--- config.mk ---
export PLATFORM = sky130hd
export DESIGN_NAME = post_process_pipe
export DESIGN_NICKNAME = d
export VERILOG_FILES = /design/src/rtl/post_process_pipe.sv
export SDC_FILE = /design/constraint.sdc
export NUM_CORES = 1
export LEC_CHECK = 0
export ABC_CLOCK_PERIOD_IN_PS = 6310
export CAP_MARGIN = 25
export CORE_MARGIN = 4
export CORE_UTILIZATION = 53
export CTS_CLUSTER_SIZE = 14
export DETAILED_ROUTE_END_ITERATION = 10
export PLACE_DENSITY = 0.78
export SYNTH_ARGS = -nofsm -noshare
export SYNTH_HDL_FRONTEND = slang
export SYNTH_SLANG_ARGS = --single-unit
export TNS_END_PERCENT = 5
--- constraint.sdc ---
create_clock -name clk -period 6.31 [get_ports clk]
set_input_delay 0.631 -clock clk [delete_from_list [all_inputs] [get_ports clk]]
set_output_delay 0.631 -clock clk [all_outputs]
set_load 0.01 [all_outputs]
--- src/rtl/post_process_pipe.sv ---
`default_nettype none
// ============================================================================
// Module      : post_process_pipe
// Description : Pipelined CORDIC post-processing stage. Converts two unsigned
//               fixed-point magnitudes (sin, cos) to IEEE-754 single precision,
//               applies the quadrant swap / sign, and presents the results
//               through a valid/ready handshake. Three elastic register
//               stages, latency 3, one sample per cycle when unstalled.
// Revision    : 1.0 - initial release
// ----------------------------------------------------------------------------
// Parameters
//   IN_W    input magnitude width (24..40)
//   FRAC_W  fractional bits of the input magnitudes
//   MAX_LZ  leading-zero count above which a channel flushes to +/-0
//   ROUND   1 = round-to-nearest-even, 0 = truncate
// Ports
//   clk        in   1     clock, rising edge
//   rst        in   1     asynchronous reset, active-high
//   in_valid   in   1     input sample valid
//   in_ready   out  1     block can accept a sample this cycle
//   sign       in   1     angle sign
//   quadrant   in   2     angle quadrant 0..3
//   pre_sin    in   IN_W  unsigned sin magnitude
//   pre_cos    in   IN_W  unsigned cos magnitude
//   out_valid  out  1     result valid
//   out_ready  in   1     downstream accepts result
//   post_sin   out  32    IEEE-754 sin
//   post_cos   out  32    IEEE-754 cos
//   out_flush  out  2     {cos,sin} channel flushed to zero (after swap)
// ============================================================================
module post_process_pipe #(
    parameter int IN_W   = 30,
    parameter int FRAC_W = 28,
    parameter int MAX_LZ = 10,
    parameter int ROUND  = 1
) (
    input  logic            clk,
    input  logic            rst,
    input  logic            in_valid,
    output logic            in_ready,
    input  logic            sign,
    input  logic [1:0]      quadrant,
    input  logic [IN_W-1:0] pre_sin,
    input  logic [IN_W-1:0] pre_cos,
    output logic            out_valid,
    input  logic            out_ready,
    output logic [31:0]     post_sin,
    output logic [31:0]     post_cos,
    output logic [1:0]      out_flush
);

    localparam int c_LZ_W    = $clog2(IN_W + 1);
    // Normalised magnitude padded with zeros so that guard/sticky positions
    // always exist, even when fewer than 23 bits sit below the leading one.
    localparam int c_EXT_W   = IN_W + 24;
    // Exponent of a sample whose leading one is at bit IN_W-1 (lz = 0).
    localparam int c_EXP_ADJ = 127 + IN_W - 1 - FRAC_W;

    // ------------------------------------------------------------------
    // Helper functions
    // ------------------------------------------------------------------
    function automatic logic [c_LZ_W-1:0] f_lzc(input logic [IN_W-1:0] v);
        logic [c_LZ_W-1:0] n;
        logic              found;
        n     = c_LZ_W'(IN_W);
        found = 1'b0;
        for (int i = IN_W - 1; i >= 0; i--) begin
            if (!found && v[i]) begin
                n     = c_LZ_W'(IN_W - 1 - i);
                found = 1'b1;
            end
        end
        return n;
    endfunction

    // Returns {flush, 31-bit magnitude field (exponent, mantissa)}.
    function automatic logic [31:0] f_convert(input logic [IN_W-1:0]   mag,
                                              input logic [c_LZ_W-1:0] lz);
        logic [c_EXT_W-1:0] ext;
        logic [22:0]        man;
        logic               g;
        logic               s;
        logic               rnd;
        logic [23:0]        man_r;
        int                 e;
        logic               fl;
        ext   = {mag << lz, 24'b0};
        man   = ext[c_EXT_W-2 -: 23];
        g     = ext[c_EXT_W-25];
        s     = |ext[c_EXT_W-26:0];
        rnd   = (ROUND != 0) && g && (s || man[0]);
        man_r = {1'b0, man} + 24'(rnd);
        // A carry out of the mantissa leaves man_r[22:0] at zero and bumps
        // the exponent by one.
        e     = c_EXP_ADJ - int'(lz) + int'(man_r[23]);
        fl    = (mag == '0) || (int'(lz) > MAX_LZ) || (e <= 0);
        if (fl) begin
            return {1'b1, 31'b0};
        end else if (e >= 255) begin
            return {1'b0, 8'hFF, 23'b0};
        end else begin
            return {1'b0, 8'(e), man_r[22:0]};
        end
    endfunction

    // ------------------------------------------------------------------
    // Pipeline registers
    // ------------------------------------------------------------------
    logic              r_s1_valid;
    logic              r_s1_sign;
    logic [1:0]        r_s1_quad;
    logic [IN_W-1:0]   r_s1_sin;
    logic [IN_W-1:0]   r_s1_cos;
    logic [c_LZ_W-1:0] r_s1_lz_sin;
    logic [c_LZ_W-1:0] r_s1_lz_cos;

    logic              r_s2_valid;
    logic              r_s2_sign;
    logic [1:0]        r_s2_quad;
    logic [30:0]       r_s2_fs;
    logic [30:0]       r_s2_fc;
    logic              r_s2_fl_sin;
    logic              r_s2_fl_cos;

    logic              r_s3_valid;
    logic [31:0]       r_post_sin;
    logic [31:0]       r_post_cos;
    logic [1:0]        r_out_flush;

    // Ready chain: a stage can load when empty or when its content moves on.
    logic w_s3_ready;
    logic w_s2_ready;
    logic w_s1_ready;

    assign w_s3_ready = ~r_s3_valid | out_ready;
    assign w_s2_ready = ~r_s2_valid | w_s3_ready;
    assign w_s1_ready = ~r_s1_valid | w_s2_ready;

    // ------------------------------------------------------------------
    // Stage 1: capture and count leading zeros
    // ------------------------------------------------------------------
    logic [c_LZ_W-1:0] w_lz_sin;
    logic [c_LZ_W-1:0] w_lz_cos;

    assign w_lz_sin = f_lzc(pre_sin);
    assign w_lz_cos = f_lzc(pre_cos);

    always_ff @(posedge clk or posedge rst) begin
        if (rst) begin
            r_s1_valid  <= 1'b0;
            r_s1_sign   <= 1'b0;
            r_s1_quad   <= 2'd0;
            r_s1_sin    <= '0;
            r_s1_cos    <= '0;
            r_s1_lz_sin <= '0;
            r_s1_lz_cos <= '0;
        end else if (w_s1_ready) begin
            r_s1_valid <= in_valid;
            if (in_valid) begin
                r_s1_sign   <= sign;
                r_s1_quad   <= quadrant;
                r_s1_sin    <= pre_sin;
                r_s1_cos    <= pre_cos;
                r_s1_lz_sin <= w_lz_sin;
                r_s1_lz_cos <= w_lz_cos;
            end
        end
    end

    // ------------------------------------------------------------------
    // Stage 2: normalise, round, build exponent, flush detection
    // ------------------------------------------------------------------
    logic [31:0] w_conv_sin;
    logic [31:0] w_conv_cos;

    assign w_conv_sin = f_convert(r_s1_sin, r_s1_lz_sin);
    assign w_conv_cos = f_convert(r_s1_cos, r_s1_lz_cos);

    always_ff @(posedge clk or posedge rst) begin
        if (rst) begin
            r_s2_valid  <= 1'b0;
            r_s2_sign   <= 1'b0;
            r_s2_quad   <= 2'd0;
            r_s2_fs     <= '0;
            r_s2_fc     <= '0;
            r_s2_fl_sin <= 1'b0;
            r_s2_fl_cos <= 1'b0;
        end else if (w_s2_ready) begin
            r_s2_valid <= r_s1_valid;
            if (r_s1_valid) begin
                r_s2_sign   <= r_s1_sign;
                r_s2_quad   <= r_s1_quad;
                r_s2_fs     <= w_conv_sin[30:0];
                r_s2_fc     <= w_conv_cos[30:0];
                r_s2_fl_sin <= w_conv_sin[31];
                r_s2_fl_cos <= w_conv_cos[31];
            end
        end
    end

    // ------------------------------------------------------------------
    // Stage 3: quadrant swap and sign
    // ------------------------------------------------------------------
    logic [31:0] w_map_sin;
    logic [31:0] w_map_cos;
    logic [1:0]  w_map_flush;

    always_comb begin
        w_map_sin   = {r_s2_sign, r_s2_fs};
        w_map_cos   = {1'b0, r_s2_fc};
        w_map_flush = {r_s2_fl_cos, r_s2_fl_sin};
        case (r_s2_quad)
            2'd0: begin
                w_map_sin   = {r_s2_sign, r_s2_fs};
                w_map_cos   = {1'b0, r_s2_fc};
                w_map_flush = {r_s2_fl_cos, r_s2_fl_sin};
            end
            2'd1: begin
                w_map_sin   = {r_s2_sign, r_s2_fc};
                w_map_cos   = {1'b1, r_s2_fs};
                w_map_flush = {r_s2_fl_sin, r_s2_fl_cos};
            end
            2'd2: begin
                w_map_sin   = {~r_s2_sign, r_s2_fs};
                w_map_cos   = {1'b1, r_s2_fc};
                w_map_flush = {r_s2_fl_cos, r_s2_fl_sin};
            end
            default: begin
                w_map_sin   = {~r_s2_sign, r_s2_fc};
                w_map_cos   = {1'b0, r_s2_fs};
                w_map_flush = {r_s2_fl_sin, r_s2_fl_cos};
            end
        endcase
    end

    always_ff @(posedge clk or posedge rst) begin
        if (rst) begin
            r_s3_valid  <= 1'b0;
            r_post_sin  <= '0;
            r_post_cos  <= '0;
            r_out_flush <= 2'b00;
        end else if (w_s3_ready) begin
            r_s3_valid <= r_s2_valid;
            if (r_s2_valid) begin
                r_post_sin  <= w_map_sin;
                r_post_cos  <= w_map_cos;
                r_out_flush <= w_map_flush;
            end
        end
    end

    assign in_ready  = w_s1_ready;
    assign out_valid = r_s3_valid;
    assign post_sin  = r_post_sin;
    assign post_cos  = r_post_cos;
    assign out_flush = r_out_flush;

endmodule
`default_nettype wire

### Word level (Yosys, flattened, before mapping)

Index checks and enable logic that the tools add are counted.

| word-level totals | value |
|---|---|
| word-level logic and storage cells | 299 |
| bits in registers | 209 |
| input port bits | 67 |

| cells by class | value |
|---|---|
| equality and inequality tests | 2 |
| bitwise operators | 7 |
| $lt $le $gt $ge | 6 |
| add/sub/neg operators | 6 |
| multiplexer cells | 125 |
| reductions and logical operators | 133 |
| shift operators | 2 |

Operators with widths:

| kind | number |
|---|---|
| 5-bit two-way mux | 60 |
| 32-bit one-hot mux with 3 select lines | 2 |
| 32-bit two-way mux | 2 |
| 31-bit two-way mux | 2 |
| 1-bit logical AND | 60 |
| 30-bit logical NOT | 2 |
| 30-bit by 5-bit << shifter with 29-bit output | 2 |
| 1-bit logical NOT | 58 |
| 1-bit two-way mux | 58 |
| 23-bit by 1-bit adder with 24-bit output | 2 |
| 9-bit by 2-bit adder with 10-bit output | 2 |
| 10-bit by 9-bit >= comparator with 1-bit output (second input constant) | 2 |
| 10-bit by 1-bit <= comparator with 1-bit output (second input constant) | 2 |
| 8-bit by 5-bit subtractor with 9-bit output (first input constant) | 2 |
| 5-bit by 4-bit greater-than comparator with 1-bit output (second input constant) | 2 |
| 5-bit OR reduction | 2 |
| 1-bit logical OR | 6 |
| 2-bit AND reduction | 3 |
| 1-bit inverter | 4 |
| 1-bit bitwise OR | 3 |
| 2-bit by 1-bit equality test with 1-bit output (second input constant) | 1 |
| 2-bit equality test (second input constant) | 1 |
| 2-bit logical NOT | 1 |
| 2-bit two-way mux | 1 |
| 2-bit OR reduction | 1 |

### Longest topological paths before layout

Gate-level depths: netlist (run 1).

| depth | value |
|---|---|
| depth in word-level cells | 88 |
| mapped depth | 16 |

### Worst setup path after synthesis (run 1)

OpenSTA, ideal clock, no wires.

| timing path | value |
|---|---|
| path type | reg-to-reg |
| from | reg r_s1_lz_sin[1] |
| to | reg r_s2_fs[27] |
| cell stages (with the launch flop) | 16 |
| library setup time | 0.118 ns |
| clock period less this slack | 3.535 ns |
| required time | 6.192 ns |
| buffers on the path | 2 |
| arrival time | 3.417 ns |
| path slack | 2.775 ns |
| path through | dfrtp_1 > buf_6 > buf_6 > mux2i_1 > mux4_2 > or4_1 > o2bb2ai_1 > nand4bb_4 > or3_1 > nor3_1 > ha_1 > ha_1 > a32oi_1 > xnor2_1 > nor2_1 > a21o_1 |

| on the way | value |
|---|---|
| word-level cells in the longest chain between the ends | 9 |
| elaborated cells on any way between the ends | 14 |

RTL lines:

| element | RTL line | source |
|---|---|---|
| start, declared | 114 | `logic [c_LZ_W-1:0] r_s1_lz_sin;` |
| start signal, assigned | 164 | `r_s1_lz_sin <= w_lz_sin;` |
| 30-bit by 5-bit << shifter with 29-bit output | 87 | `ext = {mag << lz, 24'b0};` |
| 5-bit OR reduction | 90 | `s = \|ext[c_EXT_W-26:0];` |
| 1-bit logical OR | 91 | `rnd = (ROUND != 0) && g && (s \|\| man[0]);` |
| 1-bit logical AND | 91 |  |
| 23-bit by 1-bit adder with 24-bit output | 92 | `man_r = {1'b0, man} + 24'(rnd);` |
| 9-bit by 2-bit adder with 10-bit output | 95 | `e = c_EXP_ADJ - int'(lz) + int'(man_r[23]);` |
| 10-bit by 9-bit >= comparator with 1-bit output / 10-bit by 1-bit <= comparator with 1-bit output (equally long branches) | 99, 96 |  |
| 31-bit two-way mux / 1-bit logical OR (equally long branches) | 99, 96 |  |
| 32-bit two-way mux * | 97 | `if (fl) begin` |
| end signal, assigned | 193 | `r_s2_fs <= w_conv_sin[30:0];` |
| end, declared | 120 | `logic [30:0] r_s2_fs;` |

Mark *: on every way between the ends. The rest lies on a longest branch, timed or not.
A chain may end at the register's enable or synchronous reset.

### Worst setup path after layout (run 1)

| timing path | value |
|---|---|
| from | reg r_s1_lz_sin[2] |
| to | reg r_s2_fs[27] |

Same word-level chain as after synthesis.

==> results of run 1 <==
[area by class of cell]
| class | count | share of cell area |
|---|---|---|
| clock buffer | 33 | 0.0417 |
| clock inverter | 8 | 0.00519 |
| inverter | 27 | 0.00661 |
| multi-input combinational | 1029 | 0.495 |
| sequential | 209 | 0.329 |
| tap | 330 | 0.0260 |
| timing repair buffer | 153 | 0.0961 |
[power by group through the flow]
stage / logic (uW) / registers, uW / clock network, uW
floorplan: 1260 / 2050 / 0
detailed placement: 2000 / 2170 / 0
finish: 2030 / 2140 / 1330
CTS: 2020 / 2140 / 1350
global route: 2210 / 2190 / 1400
global placement: 1970 / 2140 / 0
[cells by family (layout without fill, tap and decap cells)]
logic type      after synthesis  after routing  synth area share
buf+inv                     115            221            0.0373
xor+xnor                     44             44            0.0283
fa+ha+maj                    14             14            0.0129
compound gates              302            302             0.141
simple gates                415            415             0.144
flops                       209            209             0.385
mux                         254            254             0.253
[registers in the layout, indices dropped and copies added (netlist names), 2 cells and up]
signal,count
r_s1_sin,30
out_flush,2
r_s1_cos,30
post_sin,32
r_s2_quad,2
post_cos,32
r_s2_fs,31
r_s1_lz_sin,5
r_s1_lz_cos,5
r_s1_quad,2
r_s2_fc,31
[how the worst min path moves through the flow]
stage / from / endpoint / cells after the start
4_1_cts: post_cos[3] / post_cos[3] / 2
6_report: post_sin[19] / post_sin[19] / 2
3_3_place_gp: r_s1_quad[0] / r_s2_quad[0] / 2
2_1_floorplan: r_s1_quad[0] / r_s2_quad[0] / 2
3_5_place_dp: post_cos[3] / post_cos[3] / 2
5_1_grt: post_cos[13] / post_cos[13] / 2
[critical path, stage by stage (launching register included)]
cell,delay [ps]
dfrtp_1,760
inv_1,470
mux4_2,570
or4_1,450
o2bb2ai_1,180
nand4bb_4,260
or3_1,400
nor3_1,260
ha_1,230
ha_1,180
a32oi_1,70
xnor2_1,170
nor2_1,70
a21o_1,190
[cells in the final DEF (no fill, tap or decap), types with 11 or more instances in the layout]
master / n
a211oi_1: 11
a21oi_1: 36
a22o_1: 15
buf_4: 16
clkbuf_16: 23
clkdlybuf4s50_1: 134
dfrtp_1: 206
ha_1: 14
inv_1: 21
mux2_2: 91
mux2i_1: 101
mux4_2: 61
nand2_1: 173
nand3_1: 20
nor2_1: 96
nor3_1: 24
nor4_1: 26
o21ai_0: 142
xnor2_1: 31
xor2_1: 13
[layer usage]
metal  up-vias  routed length [um]  global-route usage
li1       5195                   -                   -
met2       455               16900               0.398
met4         0                 633              0.0473
met3        49                2470              0.0261
met5         -                   0                   0
met1      5508               16700               0.384
[stage by stage]
step                power [uW]  hold WS [ps]  setup WS [ps]
global placement          4110           460           1910
global route              5800           494           1640
CTS                       5520           482           1770
finish                    5500           475           1940
floorplan                 3320           446           2770
detailed placement        4170           469           1780
==> flow_metrics.env, run 1 <==
export IMPL_power_internal_uw=3550
export IMPL_ys_flop_type="dfrtp_1"
export IMPL_area_delta_synth_final_pct=16.9
export IMPL_syn_area_sq_um=13600
export IMPL_clock_latency_ps=520
export IMPL_cp_max_fo=18
export IMPL_diodes=0
export IMPL_path_clk_slew_ps=60
export IMPL_synth_seq_area_share=0.385
export IMPL_cts_buffer_depth=3
export IMPL_drt_total_wl_um=36800
export IMPL_ys_seq_elements=209
export IMPL_r2r_end="r_s2_fs[27]"
export IMPL_initial_utilization=0.540
export IMPL_dp_hpwl_um=27000
export IMPL_p_sw_uw=1960
export IMPL_vias=11200
export IMPL_synth_largest_area_cell="dfrtp_1"
export IMPL_ff2ff_path_depth=13
export IMPL_finalNonFillerCells=1789
export IMPL_drtIter0Drc=1003
export IMPL_h_tree_depth=1
export IMPL_port_buffers=134
export IMPL_seqCellArea_sq_um=5240
export IMPL_r2r_start="r_s1_lz_sin[2]"
export IMPL_synth_nets=1434
export IMPL_placed_area_sq_um=15100
export IMPL_r2r_slack_ps=1940
export IMPL_layout_nets=1524
export IMPL_routedWlPerCell_um=20.6
export IMPL_comb_power_share=0.369
export IMPL_synthTopCellsByCount="dfrtp_1, nand2_1, o21ai_0"
export IMPL_routed_via_density=6.26
export IMPL_status="completed"
export IMPL_crit_arrival_ps=4780
export IMPL_end_kind="flip-flop"
export IMPL_min_path_type="reg -> reg"
export IMPL_fill_cells=2061
export IMPL_multi_input_area_sq_um=7880
export IMPL_crit_start="r_s1_lz_sin[2]"
export IMPL_gr_total_overflow=0
export IMPL_hold_violations=0
export IMPL_postRouteAntennaNets=0
export IMPL_final_area_sq_um=15900
export IMPL_grt_pass1_wl_um=58800
export IMPL_clkPwrFrac=0.242
export IMPL_setup_viol=0
export IMPL_seqPwrFrac=0.389
export IMPL_drv_cap=0
export IMPL_cts_setup_buffers=0
export IMPL_period_needed_ps=4370
export IMPL_layout_drive_gt1_share=0.158
export IMPL_fin_skew_ps=12.8
export IMPL_antenna_found_initial=0
export IMPL_holdBufCountCts=0
export IMPL_post_place_cells=1746
export IMPL_place_gp_congestion=0.967
export IMPL_netlist_instances=1353
export IMPL_clock_root_buffer="clkbuf_16"
export IMPL_ys_warn_count=0
export IMPL_dieArea_sq_um=28300
export IMPL_sw_frac_of_total=0.355
export IMPL_die_h_um=168
export IMPL_grt_use_total=0.252
export IMPL_die_w_um=168
export IMPL_p_leak_uw=0.00639
export IMPL_synth_area_per_cell_sq_um=10.1
export IMPL_final_util=0.632
export IMPL_io_pins=135
export IMPL_rsz0062_at_grt="false"
export IMPL_synth_most_common_cell="dfrtp_1"
export IMPL_crit_required_ps=6710
export IMPL_async_flop_share=1.00
export IMPL_cts_resized=0
export IMPL_max_freq_mhz=229
export IMPL_grt_max_degree=146
export IMPL_drt_pass1_iter_count=5
export IMPL_numCtsBuffers=23
export IMPL_synth_area_leaders="dfrtp_1, mux4_2, mux2_2"
export IMPL_ys_types=78
export IMPL_setup_tns_ps=0
export IMPL_clock_sinks=209
export IMPL_slew_violations=0
export IMPL_core_area_sq_um=25200
export IMPL_worst_pin_slew_ps=1030
export IMPL_cp_start_kind="flip-flop"
export IMPL_path_class="reg -> reg"
export IMPL_rows=58
export IMPL_powerDensity_nw_per_um2=346
export IMPL_drc=0
export IMPL_yosysTopAreaCellShare=0.385
export IMPL_grt_pass1_vias=10600
export IMPL_relSlewSlack=0.311
export IMPL_synth_edff_count=0
export IMPL_crit_end="r_s2_fs[27]"
export IMPL_ir_worst_vdd_mv=0.249
export IMPL_cts_tree="built"
export IMPL_min_period_over_period=0.693
Power figures use the tool's default switching activity.
==> run 2: changes to the inputs <==
--- a/config.mk
+++ b/config.mk
@@ -5,13 +5,13 @@
 export SDC_FILE = /design/constraint.sdc
 export NUM_CORES = 1
 export LEC_CHECK = 0
-export ABC_CLOCK_PERIOD_IN_PS = 6310
+export ABC_CLOCK_PERIOD_IN_PS = 4500
 export CAP_MARGIN = 25
 export CORE_MARGIN = 4
-export CORE_UTILIZATION = 53
+export CORE_UTILIZATION = 55
 export CTS_CLUSTER_SIZE = 14
 export DETAILED_ROUTE_END_ITERATION = 10
-export PLACE_DENSITY = 0.78
+export PLACE_DENSITY = 0.77
 export SYNTH_ARGS = -nofsm -noshare
 export SYNTH_HDL_FRONTEND = slang
 export SYNTH_SLANG_ARGS = --single-unit
==> constraint.sdc (replaced) <==
create_clock -name clk -period 4.5 [get_ports clk]
set_input_delay 0.45 -clock clk [delete_from_list [all_inputs] [get_ports clk]]
set_output_delay 0.45 -clock clk [all_outputs]
set_load 0.01 [all_outputs]
==> flow_metrics.env, run 2 (synthesis gave the netlist of run 1 again) <==
export IMPL_grt_pass1_vias=10800
export IMPL_die_h_um=165
export IMPL_clock_root_buffer="clkbuf_16"
export IMPL_final_util=0.660
export IMPL_clock_latency_ps=520
export IMPL_path_clk_slew_ps=60
export IMPL_drv_cap=0
export IMPL_gr_total_overflow=0
export IMPL_min_period_over_period=0.915
export IMPL_numCtsBuffers=23
export IMPL_p_leak_uw=0.00649
export IMPL_h_tree_depth=1
export IMPL_cts_setup_buffers=0
export IMPL_crit_required_ps=4910
export IMPL_die_w_um=165
export IMPL_drc=0
export IMPL_drt_pass1_iter_count=5
export IMPL_worst_pin_slew_ps=1010
export IMPL_ir_worst_vdd_mv=0.284
export IMPL_drt_total_wl_um=36500
export IMPL_end_kind="flip-flop"
export IMPL_period_needed_ps=4120
export IMPL_clock_sinks=209
export IMPL_port_buffers=134
export IMPL_cts_resized=0
export IMPL_postRouteAntennaNets=0
export IMPL_antenna_found_initial=0
export IMPL_grt_pass1_wl_um=58900
export IMPL_routed_via_density=6.26
export IMPL_place_gp_congestion=0.939
export IMPL_max_freq_mhz=243
export IMPL_final_area_sq_um=16100
export IMPL_r2r_slack_ps=380
export IMPL_dieArea_sq_um=27300
export IMPL_rsz0062_at_grt="false"
export IMPL_holdBufCountCts=0
export IMPL_cts_buffer_depth=3
export IMPL_io_pins=135
export IMPL_relSlewSlack=0.324
export IMPL_hold_violations=0
export IMPL_vias=11300
export IMPL_rows=57
export IMPL_grt_max_degree=114
export IMPL_finalNonFillerCells=1803
export IMPL_setup_viol=0
export IMPL_layout_nets=1543
export IMPL_fin_skew_ps=10.8
export IMPL_post_place_cells=1761
export IMPL_cp_max_fo=26
export IMPL_path_class="reg -> reg"
export IMPL_powerDensity_nw_per_um2=483
export IMPL_total_power_uw=7750
export IMPL_drtIter0Drc=1087
export IMPL_layout_drive_gt1_share=0.170
export IMPL_crit_arrival_ps=4520
export IMPL_cts_tree="built"
export IMPL_mostFrequentLayoutCell="dfrtp_1"
export IMPL_cp_start_kind="flip-flop"
export IMPL_area_delta_synth_final_pct=18.0
export IMPL_diodes=0
export IMPL_initial_utilization=0.559
export IMPL_dp_hpwl_um=26900
export IMPL_slew_violations=0
export IMPL_setup_tns_ps=0
export IMPL_final_cell_mix="dfrtp_1, nand2_1, o21ai_0, clkdlybuf4s50_1, mux2i_1"
export IMPL_placed_area_sq_um=15300
export IMPL_grt_use_total=0.267
export IMPL_status="completed"
export IMPL_core_area_sq_um=24300
export IMPL_min_path_type="in -> async"
export IMPL_routedWlPerCell_um=20.3
==> run 2: cell count changes in the layout (fill, tap and decap cells not counted) <==
cell        before  now
inv_16           0    1
inv_6            3    1
buf_4           16   36
clkinv_4         1    0
buf_16           1    0
clkinv_2         2    3
clkbuf_8         5    4
bufinv_16        1    2
clkinvlp_4       2    4
==> run 2: path summary, 6_finish.rpt <==
| check | from | end | cells past startpoint |
|---|---|---|---|
| setup / recovery | r_s1_lz_sin[1] | r_s2_fs[27] | 14 |
| hold / removal | rst | post_sin[2] | 3 |
| setup reg to reg | r_s1_lz_sin[1] | r_s2_fs[27] | 14 |
| hold reg to reg | post_sin[11] | post_sin[11] | 2 |
| max in group asynchronous | rst | r_s1_lz_sin[1] | 3 |
| min in group clk | post_sin[11] | post_sin[11] | 2 |
==> run 2: final cells by class <==
class / count / area [sq um]
clock buffer: 32 / 649
multi-input combinational: 1029 / 7880
sequential: 209 / 5240
fill: 1946 / 8270
tap: 324 / 405
timing repair buffer: 172 / 1650
clock inverter: 10 / 126
inverter: 27 / 105
==> run 2: report_power, final <==
part / internal, uW / switching [uW] / leakage, uW
registers: 2410 / 534 / 0.00256
logic: 1490 / 1430 / 0.00355
clock network: 1130 / 758 / 0.000373
total: 5030 / 2720 / 0.00649
==> run 2: per-stage QoR <==
step | hold slack, ps | setup slack (ps)
final | 444 | 382
after global routing | 501 | 124
after CTS | 482 | 404
after detailed placement | 469 | 417
after global placement | 457 | 559
after floorplan | 446 | 965
==> run 2: routing by layer <==
layer	up-vias	track usage	part of all wire
li1	5235	-	-
met1	5483	0.393	0.45
met2	481	0.414	0.45
met3	83	0.0372	0.071
met4	0	0.0794	0.033
met5	-	0	0
==> run 2: critical path, stage by stage, from the launching register on <==
cell and delay [ps]:
dfrtp_2 720, buf_4 450, mux4_2 580, a222oi_1 410, o2bb2ai_1 120, a211oi_1 350, nand2b_1 170, or3_1 110
nor3_1 60, ha_1 220, ha_1 210, a32oi_1 190, xnor2_1 140, nor2_1 80, a21o_1 200
